[src/rtl/tmds_period_sched.sv]
// Per-pixel TMDS period scheduler: delays pixel/sync data by LAT stages and inserts
// the HDMI video preamble and leading guard band. Optional DVI bypass: TMDS_SCHED_DVI_EN.
module tmds_period_sched #(
  parameter int PREAMBLE_LEN = 8,
  parameter int GUARD_LEN    = 2,
  parameter int MIN_CTRL     = 12
) (
  input  logic       clk,
  input  logic       rst,
`ifdef TMDS_SCHED_DVI_EN
  input  logic       dvi_mode,
`endif
  input  logic       hsync_in,
  input  logic       vsync_in,
  input  logic       de_in,
  input  logic [7:0] red_in,
  input  logic [7:0] green_in,
  input  logic [7:0] blue_in,
  output logic       hsync,
  output logic       vsync,
  output logic       de,
  output logic [7:0] red,
  output logic [7:0] green,
  output logic [7:0] blue,
  output logic [3:0] ctl,
  output logic       guard,
  output logic [1:0] period,
  output logic       err_short_ctrl,
  output logic       err_collide
);

  localparam int LAT   = PREAMBLE_LEN + GUARD_LEN + 1;
  localparam int DEPTH = LAT - 1;

  typedef enum logic [1:0] {
    CTRL     = 2'd0,
    PREAMBLE = 2'd1,
    GUARD    = 2'd2,
    VIDEO    = 2'd3
  } state_t;

  typedef struct packed {
    logic       hs;
    logic       vs;
    logic       de;
    logic [7:0] r;
    logic [7:0] g;
    logic [7:0] b;
  } pix_t;

  // The output register is the last delay stage, so only LAT-1 stages live here.
  pix_t       pipe [DEPTH];
  pix_t       pix_in;
  pix_t       tail;
  state_t     state, state_nxt;
  logic [3:0] cnt, cnt_nxt;
  logic [5:0] ctrl_cnt, ctrl_cnt_nxt;
  logic       rise;
  logic       dvi;
  logic       set_short;
  logic       set_collide;

`ifdef TMDS_SCHED_DVI_EN
  assign dvi = dvi_mode;
`else
  assign dvi = 1'b0;
`endif

  assign pix_in = '{hs: hsync_in, vs: vsync_in, de: de_in,
                    r: red_in, g: green_in, b: blue_in};
  assign tail   = pipe[DEPTH-1];
  assign rise   = de_in & ~pipe[0].de;
  assign period = state;

  always_ff @(posedge clk or negedge rst) begin
    if (!rst) begin
      for (int i = 0; i < DEPTH; i++) pipe[i] <= '0;
    end else begin
      pipe[0] <= pix_in;
      for (int i = 1; i < DEPTH; i++) pipe[i] <= pipe[i-1];
    end
  end

  // tail.de is the value the stage-LAT de takes at this edge, keeping VIDEO aligned with it.
  always_comb begin
    state_nxt   = state;
    cnt_nxt     = cnt;
    set_short   = 1'b0;
    set_collide = 1'b0;
    unique case (state)
      CTRL: begin
        if (rise && !dvi) begin
          state_nxt = PREAMBLE;
          cnt_nxt   = 4'(PREAMBLE_LEN - 1);
        end else if (tail.de) begin
          state_nxt   = VIDEO;
          set_collide = !dvi;
        end
      end
      PREAMBLE: begin
        if (dvi) begin
          state_nxt = tail.de ? VIDEO : CTRL;
        end else if (cnt == 4'd0) begin
          state_nxt = GUARD;
          cnt_nxt   = 4'(GUARD_LEN - 1);
          set_short = (ctrl_cnt_nxt < 6'(MIN_CTRL));
        end else begin
          cnt_nxt = cnt - 4'd1;
        end
      end
      GUARD: begin
        if (dvi) begin
          state_nxt = tail.de ? VIDEO : CTRL;
        end else if (cnt == 4'd0) begin
          state_nxt = VIDEO;
        end else begin
          cnt_nxt = cnt - 4'd1;
        end
      end
      VIDEO: begin
        if (!tail.de) state_nxt = CTRL;
      end
      default: state_nxt = CTRL;
    endcase
    if (rise && state != CTRL && !dvi) set_collide = 1'b1;
  end

  // ctrl_cnt_nxt includes the current cycle, so at GUARD entry it equals the full
  // control-period length (control cycles plus preamble).
  always_comb begin
    ctrl_cnt_nxt = ctrl_cnt;
    if (state == VIDEO && !tail.de)
      ctrl_cnt_nxt = 6'd0;
    else if ((state == CTRL || state == PREAMBLE) && ctrl_cnt != 6'h3f)
      ctrl_cnt_nxt = ctrl_cnt + 6'd1;
  end

  always_ff @(posedge clk or negedge rst) begin
    if (!rst) begin
      state          <= CTRL;
      cnt            <= 4'd0;
      ctrl_cnt       <= 6'd0;
      hsync          <= 1'b0;
      vsync          <= 1'b0;
      de             <= 1'b0;
      red            <= 8'd0;
      green          <= 8'd0;
      blue           <= 8'd0;
      ctl            <= 4'd0;
      guard          <= 1'b0;
      err_short_ctrl <= 1'b0;
      err_collide    <= 1'b0;
    end else begin
      state          <= state_nxt;
      cnt            <= cnt_nxt;
      ctrl_cnt       <= ctrl_cnt_nxt;
      hsync          <= tail.hs;
      vsync          <= tail.vs;
      de             <= (state_nxt == VIDEO);
      red            <= (state_nxt == VIDEO) ? tail.r : 8'd0;
      green          <= (state_nxt == VIDEO) ? tail.g : 8'd0;
      blue           <= (state_nxt == VIDEO) ? tail.b : 8'd0;
      ctl            <= {3'b000, state_nxt == PREAMBLE};
      guard          <= (state_nxt == GUARD);
      err_short_ctrl <= err_short_ctrl | set_short;
      err_collide    <= err_collide | set_collide;
    end
  end

endmodule

[config.mk]
export PLATFORM = sky130hd
export DESIGN_NAME = tmds_period_sched
export DESIGN_NICKNAME = d
export VERILOG_FILES = /design/src/rtl/tmds_period_sched.sv
export SDC_FILE = /design/constraint.sdc
export NUM_CORES = 1
export LEC_CHECK = 0
export BUFFER_PORTS_ARGS = -buffer_cell sky130_fd_sc_hd__buf_2
export CORE_ASPECT_RATIO = 0.6
export CORE_MARGIN = 1.5
export CORE_UTILIZATION = 45
export CTS_BUF_LIST = sky130_fd_sc_hd__clkbuf_8
export DETAILED_ROUTE_END_ITERATION = 10
export PLACE_DENSITY = 0.66
export SLEW_MARGIN = 20
export SYNTH_ARGS = -nofsm -noshare
export SYNTH_HDL_FRONTEND = slang
export SYNTH_SLANG_ARGS = --single-unit
export TNS_END_PERCENT = 5
[constraint.sdc]
create_clock -name clk -period 2.3 [get_ports clk]
set_input_delay 0.23 -clock clk [delete_from_list [all_inputs] [get_ports clk]]
set_output_delay 0.23 -clock clk [all_outputs]
set_load 0.01 [all_outputs]
# Word-level counts from Yosys, hierarchy flattened
# Index checks and enable logic that the tools add are counted.
totals:
  in_bits: 29
  out_inout_bits: 36
  reg_bits: 313
  wordCells: 120
classes:
  addsub: 2
  n_lt_le_gt_ge: 1
  n_mux: 21
  n_reduce_logical: 10
  eq_ne: 9
  bitwise: 4
ops:
  columns: ["op", "count"]
  rows:
  - ["2-to-1 mux 8 bit", 3]
  - ["2-to-1 mux 4 bit", 3]
  - ["2-to-1 mux 6 bit", 2]
  - ["case mux 4 bit (3 select lines)", 1]
  - ["2-to-1 mux 2 bit", 5]
  - ["equality test 2 bit (second input constant)", 4]
  - ["case mux 2 bit (4 select lines)", 1]
  - ["adder 6 x 1 -> 6 bit (second input constant)", 1]
  - ["less-than comparator 6 x 4 -> 1 bit (second input constant)", 1]
  - ["2-to-1 mux 1 bit", 6]
  - ["!= test 6 bit (second input constant)", 1]
  - ["equality test 2 x 1 -> 1 bit (second input constant)", 2]
  - ["logical NOT 4 bit", 1]
  - ["!= test 2 bit (second input constant)", 2]
  - ["subtractor 4 x 1 -> 4 bit (second input constant)", 1]
  - ["logical AND 1 bit", 3]
  - ["AND reduction 3 bit", 1]
  - ["nonzero test 3 bit", 1]
  - ["logical NOT 2 bit", 1]
  - ["bitwise OR 1 bit", 2]
  - ["nonzero test 2 bit", 1]
  - ["bitwise AND 1 bit", 1]
  - ["logical NOT 1 bit", 1]
  - ["logical OR 1 bit", 1]
  - ["NOT 1 bit", 1]

# Depth between registers and ports, before layout
# Gate-level depths: netlist of the first run.
logic_depth:
  word_depth: 9
  depth_mapped: 8
  ltp_nobuf: 6

# Worst setup path after synthesis of the first run
# No wires, ideal clock.
synth_path:
  kind: "reg2reg"
  start: "register state[1], in the netlist period[1]"
  end: "register cnt[2]"
  setup_ns: 0.121
  setup_slack_ns: 0.359
  path_stages_with_launch: 8
  t_required_ns: 2.179
  arrival_time_ns: 1.820
  period_less_slack_ns: 1.941
  n_path_buf: 1
  cell_sequence: "dfrtp_1 -> inv_1 -> ha_1 -> buf_2 -> nor3_1 -> a221oi_1 -> o21ai_0 -> a22o_1"
synth_between:
  elab_chain_len: 3
  elab_cells_between_ends: 8
  classes_between: "eq/ne (4); mux (1); reduce/logical (3)"
synth_lines:
  columns: ["element", "line", "rtl"]
  rows:
  - ["from (decl)", "55", "state_t state, state_nxt;"]
  - ["from (signal assigned)", "154", "state <= state_nxt;"]
  - ["equality test 2 bit (tied with other cells)", "90", "unique case (state)"]
  - ["!= test 2 bit (no source line) or nonzero test 3 bit (tied branches)", null, null]
  - ["AND reduction 3 bit (no source line)", null, null]
  - ["to (signal assigned)", "155", "cnt <= cnt_nxt;"]
  - ["to (decl)", "56", "logic [3:0] cnt, cnt_nxt;"]
# Several ways; a longest one is shown, not always the timed one.
# A chain may end at the register's enable or synchronous reset.

# Worst setup path in the final report of the first run
layout_path:
  start: "register state[1], in the netlist period[1]"
  end: "register err_short_ctrl"
layout_between:
  elab_chain_len: 9
  elab_cells_between_ends: 12
  classes_between: "order compare (1); eq/ne (2); mux (4); bitwise (1); reduce/logical (4)"
layout_lines:
  columns: ["element", "line", "rtl"]
  rows:
  - ["equality test 2 x 1 -> 1 bit or logical NOT 2 bit (tied branches)", "90, 134", null]
  - ["logical OR 1 bit", "134", "else if ((state == CTRL || state == PREAMBLE) && ctrl_cnt != 6'h3f)"]
  - ["logical AND 1 bit", "134", null]
  - ["2-to-1 mux 6 bit", "134", null]
  - ["2-to-1 mux 6 bit", "132", "if (state == VIDEO && !tail.de)"]
  - ["less-than comparator 6 x 4 -> 1 bit", "106", "set_short = (ctrl_cnt_nxt < 6'(MIN_CTRL));"]
  - ["2-to-1 mux 1 bit", "103", "end else if (cnt == 4'd0) begin"]
  - ["2-to-1 mux 1 bit (*)", "90", null]
  - ["bitwise OR 1 bit (*)", "165", "err_short_ctrl <= err_short_ctrl | set_short;"]
  - ["to (signal assigned)", "165", null]
  - ["to (decl)", "28", "output logic err_short_ctrl,"]
# Every way passes the cells marked *; elsewhere a longest branch is shown, timed or not.

==> results.json, run 1 <==
{
  "antenna_found_initial": 0,
  "clockBufferDepth": 3,
  "critPathBufInv": 1,
  "outcome": "finished, final reports clean",
  "grt.met3_usage_pct": 3.942,
  "gp_congestion": 0.7881,
  "switching_share_pct": 27.27,
  "grt-busiest-layer": "met2",
  "clk_pin_slew_ns": 0.06,
  "grt_pass1_wl_um": 20270,
  "cellPowerDensity_nw_per_um2": 1178,
  "stdcell_area_um2": 10610,
  "cpPeakStageDelay_ns": 0.44,
  "drv_slew": 0,
  "hold_class": "input pin to async pin",
  "max_freq_mhz": 446.4,
  "crit_path_end_kind": "flop",
  "nNetsFinal": 631,
  "clk-insertion-delay-late_ns": 0.52,
  "yosys_warnings": 0,
  "holdWs_ns": 0.2494,
  "synth_area_um2": 8728,
  "drc": 0,
  "worst_pin_slew_ns": 0.6354,
  "clkPwrFrac_pct": 33.4,
  "slowest_stage": "dfrtp_1",
  "cts_sinks": 313,
  "layout-drive-gt1-share_pct": 23.44,
  "grt_pass1_vias": 4253,
  "finalWorstSetupSlack_ns": 0.05964,
  "viasPerCell": 4.515,
  "coreArea_um2": 19030,
  "drt_pass1_iterations": 4,
  "rows": 39,
  "place_hpwl_um": 6864,
  "postPlaceCellArea_um2": 9424,
  "die-area_um2": 20270,
  "combPwrFrac_pct": 16.4,
  "critPathTopFamily": "compound AO/OA/AOI/OAI gates",
  "fin_skew_ns": 0.01666,
  "grtUsageMet1_pct": 17.72,
  "multi_input_area_um2": 810.8,
  "pre_cts_slack_ns": 0.02910,
  "diodes": 0,
  "io_pins": 65,
  "synth_cell_type_count": 40,
  "tritoncts": "yes",
  "nFillCells": 1495,
  "vias": 3942,
  "hold_violations": 0,
  "seq_power_share_pct": 50.2,
  "first_iter_violations": 215,
  "crit_fanout": 13,
  "power_leakage_uw": 0.005002,
  "syn_area_per_cell_um2": 19.02,
  "syn_inst": 459,
  "cts_root_buffer": "clkbuf_8",
  "met2_usage_pct": 17.91,
  "p_total_uw": 12500,
  "cp_cell_sequence": "inv_1, ha_2, o2111ai_1, o21ai_0, nor4b_1, a211oi_1",
  "intPower_uw": 9093,
  "grt_max_degree": 74,
  "ys_seq_elements": 313,
  "required_ns": 2.68,
  "post-route-util_pct": 55.76,
  "start_util_pct": 45.86,
  "timing.final.crit_share_pct": 97.41,
  "p_sw_uw": 3410,
  "ir_drop_mv": 0.6121,
  "gr-total-overflow": 0,
  "dieHeight_um": 110.9,
  "grt.total_usage_pct": 12.48,
  "wl_um": 11680,
  "cp.arrival_ns": 2.62,
  "start_kind": "flop",
  "yosysSeqAreaShare_pct": 89.74,
  "relSlewSlack_pct": 57.55,
  "synthToLayoutAreaGrowth_pct": 21.57,
  "cts_inserted_buffers": 43,
  "io_buffers": 61,
  "wl_per_cell_um": 13.38,
  "die_x_um": 182.8,
  "crit_type": "flop to flop",
  "drtAntennaViolNets": 0,
  "seq_area_um2": 7833,
  "ctsHtreeMaxLevel": 2,
  "period_minus_slack_ns": 2.240,
  "setup_viol": 0,
  "cap_violations": 0
}
synth_stat cells, drive strengths merged:
| cell | number | share of area [%] |
|---|---|---|
| mux2i | 2 | 0.23 |
| nor2 | 10 | 0.43 |
| inv | 7 | 0.30 |
| a221oi | 1 | 0.10 |
| o22ai | 1 | 0.072 |
| nor3b | 3 | 0.26 |
| a21o | 2 | 0.17 |
| o21a | 2 | 0.17 |
| nand3b | 2 | 0.17 |
| nor2b | 3 | 0.22 |
| a21oi | 5 | 0.29 |
| ha | 7 | 1.0 |
| nor4 | 3 | 0.22 |
| nand2b | 2 | 0.14 |
| or3b | 1 | 0.13 |
| nand2 | 4 | 0.17 |
| o2111ai | 3 | 0.30 |
| o221ai | 1 | 0.17 |
| conb | 1 | 0.043 |
| a31oi | 3 | 0.22 |
| nor4b | 1 | 0.10 |
| a211o | 1 | 0.10 |
| or2 | 1 | 0.072 |
| nor3 | 28 | 1.6 |
| nand3 | 25 | 1.4 |
| o211ai | 1 | 0.086 |
| a22o | 1 | 0.10 |
| buf | 10 | 0.80 |
| and2 | 1 | 0.072 |
| a211oi | 2 | 0.32 |
| dfrtp | 313 | 90 |
| o31ai | 1 | 0.086 |
| o2111a | 1 | 0.13 |
| clkbuf | 4 | 0.17 |
| xor2 | 1 | 0.10 |
| o21ai | 5 | 0.29 |
kinds of logic after synthesis:
logic type               count (synthesis)  synth area share (%)
AO/OA/AOI/OAI                           30                 2.595
XOR/XNOR                                 1                0.1004
adder cells (fa/ha/maj)                  7                 1.003
buffers and inverters                   21                 1.276
flip-flops                             313                 89.74
multiplexers                             2                0.2294
other                                    1               0.04296
AND/OR/NAND/NOR                         84                 5.017
flip-flops by register name (all words and copies together), names as in the netlist, 2 cells and up:
name      flops
cnt           4
ctrl_cnt      6
blue          8
green         8
red           8
pipe        270
period        2
routing by layer:
| metal | part of all wire [%] | vias to the layer above |
|---|---|---|
| met5 | 0 | - |
| met4 | 2.1 | 0 |
| met3 | 7.3 | 26 |
| met2 | 44 | 133 |
| met1 | 46 | 1994 |
| li1 | - | 1789 |
worst paths after layout:
| path | from | to | slack [ns] | cells past startpoint |
|---|---|---|---|---|
| worst max-delay path | period[1] | err_short_ctrl | 0.06 | 6 |
| worst min-delay path | rst | pipe[260] | 0.25 | 2 |
| worst max register to register | period[1] | err_short_ctrl | 0.06 | 6 |
| worst min register to register | pipe[110] | pipe[83] | 0.33 | 0 |
| max in group asynchronous | rst | cnt[2] | 1.30 | 3 |
| min in group clk | pipe[110] | pipe[83] | 0.33 | 0 |
cell type report:
type,instances,area share (%)
clock inverters,22,1.309
clock buffers,55,7.134
flip-flops and latches,313,73.81
repair buffers,103,6.957
inverters,7,0.2476
multi-input cells,127,7.641
well taps,246,2.901
power groups by stage:
stage	Clock (uW)	Combinational (uW)	Sequential, uW
3_5_place_dp	0	2000	6380
6_report	4180	2050	6270
4_1_cts	4350	2050	6280
2_1_floorplan	0	1190	6430
3_3_place_gp	0	1860	6350
5_1_grt	4650	2260	6330
per-stage QoR:
stage,instances,TNS (ns)
floorplan,461,0
global placement,768,0
detailed placement,768,0
CTS,873,0
global route,873,-0.005382
finish,873,0
cell usage in the layout (no fill, tap or decap), types with 2 or more instances in the layout:
cell type      instances
inv_1                 21
a31oi_1                3
ha_2                   2
a21o_1                 2
clkinv_2               3
o21ai_0                4
o21a_1                 2
conb_1                 3
nor2b_1                3
nand3_1               25
buf_12                 3
a21oi_1                4
o2111ai_1              3
mux2i_1                2
ha_1                   5
nor2_1                10
nand2b_1               2
nand2_1                4
nor3b_1                3
dlygate4sd3_1         28
nor4_1                 2
nor3_1                28
dfrtp_1              313
buf_2                 60
buf_4                 11
nand3b_1               2
clkbuf_8              55
what timing repair did:
action	CTS	global route
endpoints found under the hold margin	92	0
gates cloned	0	0
buffers inserted	0	0
setup endpoints to repair	1	1
hold buffers	28	0
resized for setup	1	2
No activity file was read; power rests on OpenSTA's default activity.
==> inputs of run 2 (changes only) <==
CORE_UTILIZATION = 58   (was 45)
CTS_BUF_LIST = default   (was sky130_fd_sc_hd__clkbuf_8)
PLACE_DENSITY = 0.8   (was 0.66)
==> run 2 against run 1 <==
Compared with the run above: global-route usage rose by 6.1 points; sequential power barely moved; combinational power barely moved; final cell count fell by 9.0%; worst hold slack improved by 0.026 ns; utilization rose by 17 points; clock power rose by 13%; setup slack improved by 0.070 ns; power rose by 4.5%; fmax rose by 3.2%; non-clock buffer count fell by 1; critical path depth rose by 1; critical endpoint is now blue[1].
==> results.json, run 2 (same netlist as run 1, synthesis figures left out) <==
{
  "clk_pin_slew_ns": 0.07,
  "required_ns": 2.68,
  "grt.total_usage_pct": 18.55,
  "top_register": "pipe",
  "tritoncts": "yes",
  "fin_skew_ns": 0.01388,
  "crit_type": "flop to flop",
  "stdcell_area_um2": 10580,
  "drtAntennaViolNets": 0,
  "period_minus_slack_ns": 2.170,
  "wl_per_cell_um": 17.09,
  "hold_violations": 0,
  "die-area_um2": 15820,
  "power_leakage_uw": 0.004953,
  "io_pins": 65,
  "clk-insertion-delay-late_ns": 0.52,
  "worst_pin_slew_ns": 0.6234,
  "grt_max_degree": 77,
  "intPower_uw": 9627,
  "hold_class": "input pin to async pin",
  "diodes": 0,
  "outcome": "finished, final reports clean",
  "wl_um": 13570,
  "cap_violations": 0,
  "drt_pass1_iterations": 4,
  "vias": 3891,
  "viasPerCell": 4.901,
  "cts_inserted_buffers": 26,
  "relSlewSlack_pct": 58.35,
  "critPathTopFamily": "simple AND/OR/NAND/NOR gates",
  "layout-drive-gt1-share_pct": 21.31,
  "place_hpwl_um": 7151,
  "place_inst": 719,
  "timing.final.crit_share_pct": 94.35,
  "cp_cell_sequence": "inv_1, ha_1, nor3b_1, a21o_1, a21oi_2, buf_4, nor3_1",
  "start_util_pct": 59.82,
  "p_sw_uw": 3441,
  "seq_power_share_pct": 48.1,
  "max_freq_mhz": 460.8,
  "final_common_cell": "dfrtp_1",
  "critPathBufInv": 2,
  "nNetsFinal": 613,
  "grt_pass1_vias": 4218,
  "largest_reg_flops": 270,
  "ir_drop_mv": 0.7048,
  "gp_congestion": 0.7085,
  "start_kind": "flop",
  "gr-total-overflow": 0,
  "clockBufferDepth": 3,
  "wl_met3_um": 678,
  "first_iter_violations": 270,
  "p_total_uw": 13070,
  "die_x_um": 161.4,
  "clkPwrFrac_pct": 36.0,
  "cts_sinks": 313,
  "drv_slew": 0,
  "combPwrFrac_pct": 15.8,
  "antenna_found_initial": 0,
  "cts_root_buffer": "clkbuf_16",
  "crit_path_end_kind": "flop",
  "drc": 0,
  "rows": 34,
  "io_buffers": 61,
  "layout_common_cells": "dfrtp_1, buf_2, nor3_1, dlygate4sd3_1, clkbuf_16",
  "dieHeight_um": 98.03,
  "cp.arrival_ns": 2.55,
  "coreArea_um2": 14590,
  "cellPowerDensity_nw_per_um2": 1235,
  "route.met2.wl_um": 6609,
  "cpPeakStageDelay_ns": 0.46,
  "switching_share_pct": 26.33,
  "slowest_stage": "nor3b_1",
  "setup_viol": 0,
  "top_layer": "met4",
  "ctsHtreeMaxLevel": 1,
  "synthToLayoutAreaGrowth_pct": 21.23,
  "crit_fanout": 28,
  "postPlaceCellArea_um2": 9344,
  "setup_tns_ns": 0,
  "final_cells": 794,
  "grt_pass1_wl_um": 22580,
  "wl_met1_um": 6048,
  "rsz0062_at_grt": "false"
}
## run 2: cell count changes in the layout (fill, tap and decap cells not counted), sizes merged
cell,change
inv,-13
clkbuf,-21
clkinv,+1
clkinvlp,-1
buf,-1
bufinv,+4
## run 2: power by group through the flow
stage                     logic, uW  clock network (uW)  registers (uW)
after floorplan                1190                   0            6430
after global placement         1830                   0            6330
after detailed placement       1980                   0            6370
after CTS                      2050                4840            6290
after global routing           2260                5060            6340
final                          2070                4710            6290
## run 2: final cells by class
type	count	area (um2)
multi-input combinational	127	814.5
fill	819	4010
inverter	7	26.28
sequential	313	7833
timing repair buffer	102	718.2
clock inverter	13	211.5
clock buffer	34	730.7
tap	198	247.7
## run 2: what timing repair did
| action | in CTS | in global routing |
|---|---|---|
| setup buffers | 0 | 0 |
| resized for setup | 0 | 3 |
| hold buffers | 28 | 0 |
| endpoints found under the setup margin | 0 | 1 |
| hold endpoints to repair | 96 | 0 |
## run 2: worst paths after layout
kind / from / end / slack [ns] / cells past startpoint
max: cnt[0] / blue[1] / 0.13 / 7
min: rst / pipe[8] / 0.28 / 2
max reg2reg: cnt[0] / blue[1] / 0.13 / 7
min reg2reg: pipe[257] / pipe[230] / 0.34 / 0
max in group asynchronous: rst / pipe[150] / 1.25 / 3
min in group clk: pipe[257] / pipe[230] / 0.34 / 0
## run 2: stage by stage
stage / util [%] / worst slack (ns) / hold WS, ns
floorplan: - / 0.3590 / -0.06559
global placement: 64.04 / 0.3992 / 0.2202
detailed placement: 64.04 / 0.1458 / 0.2359
CTS: 72.41 / 0.1047 / 0.2904
global route: 72.52 / 0.05036 / 0.3198
finish: 72.52 / 0.1300 / 0.2758
## run 2: metal layers
metal  GRT usage (%)  vias to the layer above
li1                -                     1741
met1           26.68                     2018
met2           29.75                      108
met3           4.163                       24
met4           4.345                        0
met5               0                        -
==> inputs of run 3 (changes only) <==
CORE_UTILIZATION = 52   (was 58)
PLACE_DENSITY = 0.76   (was 0.8)
REMOVE_ABC_BUFFERS = 1   (was default)
SLEW_MARGIN = default   (was 20)
clock period = 1.7 ns   (was 2.3 ns; I/O delays follow)
==> run 3 against run 2 <==
Compared with the run above: the flow now finishes with violations (negative setup slack); register-to-register slack got worse by 0.39 ns; routed wire length up 9.6%; fmax up 11%; power grew 46%; setup slack got worse by 0.39 ns; sequential cell count unchanged; clock power increased by 39%; die area grew 11%; final cell count grew 7.6%.
==> results.json, run 3 (same netlist as run 1, synthesis figures left out) <==
{
  "grt_pass1_wl_um": 23650,
  "power_leakage_uw": 0.005178,
  "postPlaceCellArea_um2": 9642,
  "cellPowerDensity_nw_per_um2": 1720,
  "critPathTopFamily": "compound AO/OA/AOI/OAI gates",
  "violations": "negative setup slack",
  "hold_violations": 0,
  "wl_um": 14880,
  "required_ns": 2.16,
  "worst_pin_slew_ns": 0.5460,
  "nNetsFinal": 643,
  "r2r_setup_slack_ns": -0.26,
  "timing.final.crit_share_pct": 115.1,
  "die_x_um": 170.3,
  "critPathBufInv": 2,
  "coreArea_um2": 16310,
  "layout-drive-gt1-share_pct": 29.39,
  "intPower_uw": 13930,
  "die-area_um2": 17600,
  "cts_inserted_buffers": 26,
  "first_iter_violations": 361,
  "stdcell_area_um2": 11120,
  "clk_pin_slew_ns": 0.07,
  "cts_root_buffer": "clkbuf_16",
  "rows": 36,
  "gp_congestion": 0.7971,
  "gr-total-overflow": 0,
  "tritoncts": "yes",
  "largest_reg_flops": 270,
  "drv_slew": 0,
  "vias": 4183,
  "multi_input_area_um2": 939.7,
  "crit_fanout": 8,
  "ctsHtreeMaxLevel": 1,
  "cp_cell_sequence": "inv_2, ha_4, or3b_4, a21o_1, a211oi_4, buf_4, o21a_1",
  "finalWorstSetupSlack_ns": -0.2561,
  "hold_class": "input pin to async pin",
  "io_buffers": 61,
  "dieHeight_um": 103.4,
  "cp.arrival_ns": 2.41,
  "grt_max_degree": 73,
  "drc": 0,
  "seq_power_share_pct": 44.6,
  "p_sw_uw": 5202,
  "wl_per_cell_um": 17.42,
  "ir_drop_mv": 0.9995,
  "cap_violations": 0,
  "place_hpwl_um": 8118,
  "clockBufferDepth": 3,
  "grt_pass1_vias": 4557,
  "combPwrFrac_pct": 21.2,
  "nFillCells": 1014,
  "layout_common_cells": "dfrtp_1, buf_2, buf_4",
  "rsz0062_at_grt": "true",
  "setup_tns_ns": -6.917,
  "synthToLayoutAreaGrowth_pct": 27.44,
  "top_register": "pipe",
  "start_util_pct": 53.53,
  "crit_path_end_kind": "flop",
  "diodes": 0,
  "period_minus_slack_ns": 1.956,
  "setup_viol": 34,
  "outcome": "complete, but fails checks",
  "drt_pass1_iterations": 6,
  "io_pins": 65,
  "cpPeakStageDelay_ns": 0.41,
  "switching_share_pct": 27.19,
  "relSlewSlack_pct": 63.60,
  "clk-insertion-delay-late_ns": 0.52,
  "pre_cts_slack_ns": -0.2927,
  "crit_type": "flop to flop",
  "start_kind": "flop",
  "seq_area_um2": 7833,
  "clkPwrFrac_pct": 34.2,
  "max_freq_mhz": 511.2,
  "final_common_cell": "dfrtp_1",
  "cts_sinks": 313,
  "viasPerCell": 4.898,
  "fin_skew_ns": 0.005465,
  "antenna_found_initial": 0,
  "grt.total_usage_pct": 17.98,
  "drtAntennaViolNets": 0,
  "slowest_stage": "or3b_4"
}
## run 3: routing by layer
metal	vias to the layer above	share of wire, %	track usage, %
met2	116	54	33.83
met5	-	0	0
met4	0	2.4	4.697
met3	36	4.6	3.501
met1	2219	39	21.75
li1	1812	-	-
## run 3: layout make-up
type	count	share of cell area (%)
Multi-Input combinational cell	127	8.448
Inverter	7	0.2362
Clock buffer	37	7.120
Sequential cell	313	70.42
Tap cell	228	2.565
Timing Repair Buffer	132	9.516
Clock inverter	10	1.699
## run 3: metrics by stage
step	total power (uW)	std cells	hold WS, ns	utilization (%)
after floorplan	10130	447	-0.1256	-
after global placement	11630	772	0.1649	59.13
after detailed placement	11910	772	0.1739	59.13
after CTS	19280	855	0.2036	68.14
after global routing	19930	854	0.2491	68.22
final	19130	854	0.2070	68.22
## run 3: worst paths after layout
path | cells after the start | to | startpoint
max in group asynchronous | 3 | red[3] | rst
worst min-delay path | 2 | pipe[261] | rst
worst max register to register | 7 | guard | cnt[1]
min in group clk | 2 | pipe[260] | red_in[1]
worst max-delay path | 7 | guard | cnt[1]
worst min register to register | 0 | pipe[185] | pipe[212]
## run 3: timing repair
action,CTS,global route
setup buffers,6,0
pin swaps,6,2
cloned,2,0
setup endpoints to repair,36,38
resized for setup,25,9
endpoints found under the hold margin,86,0
hold buffers,28,0
## run 3: power groups by stage
stage	logic, uW	clock network [uW]	registers, uW
2_1_floorplan	1430	0	8700
3_3_place_gp	3040	0	8590
5_1_grt	4350	7000	8590
4_1_cts	4030	6720	8540
3_5_place_dp	3260	0	8650
6_report	4060	6540	8530
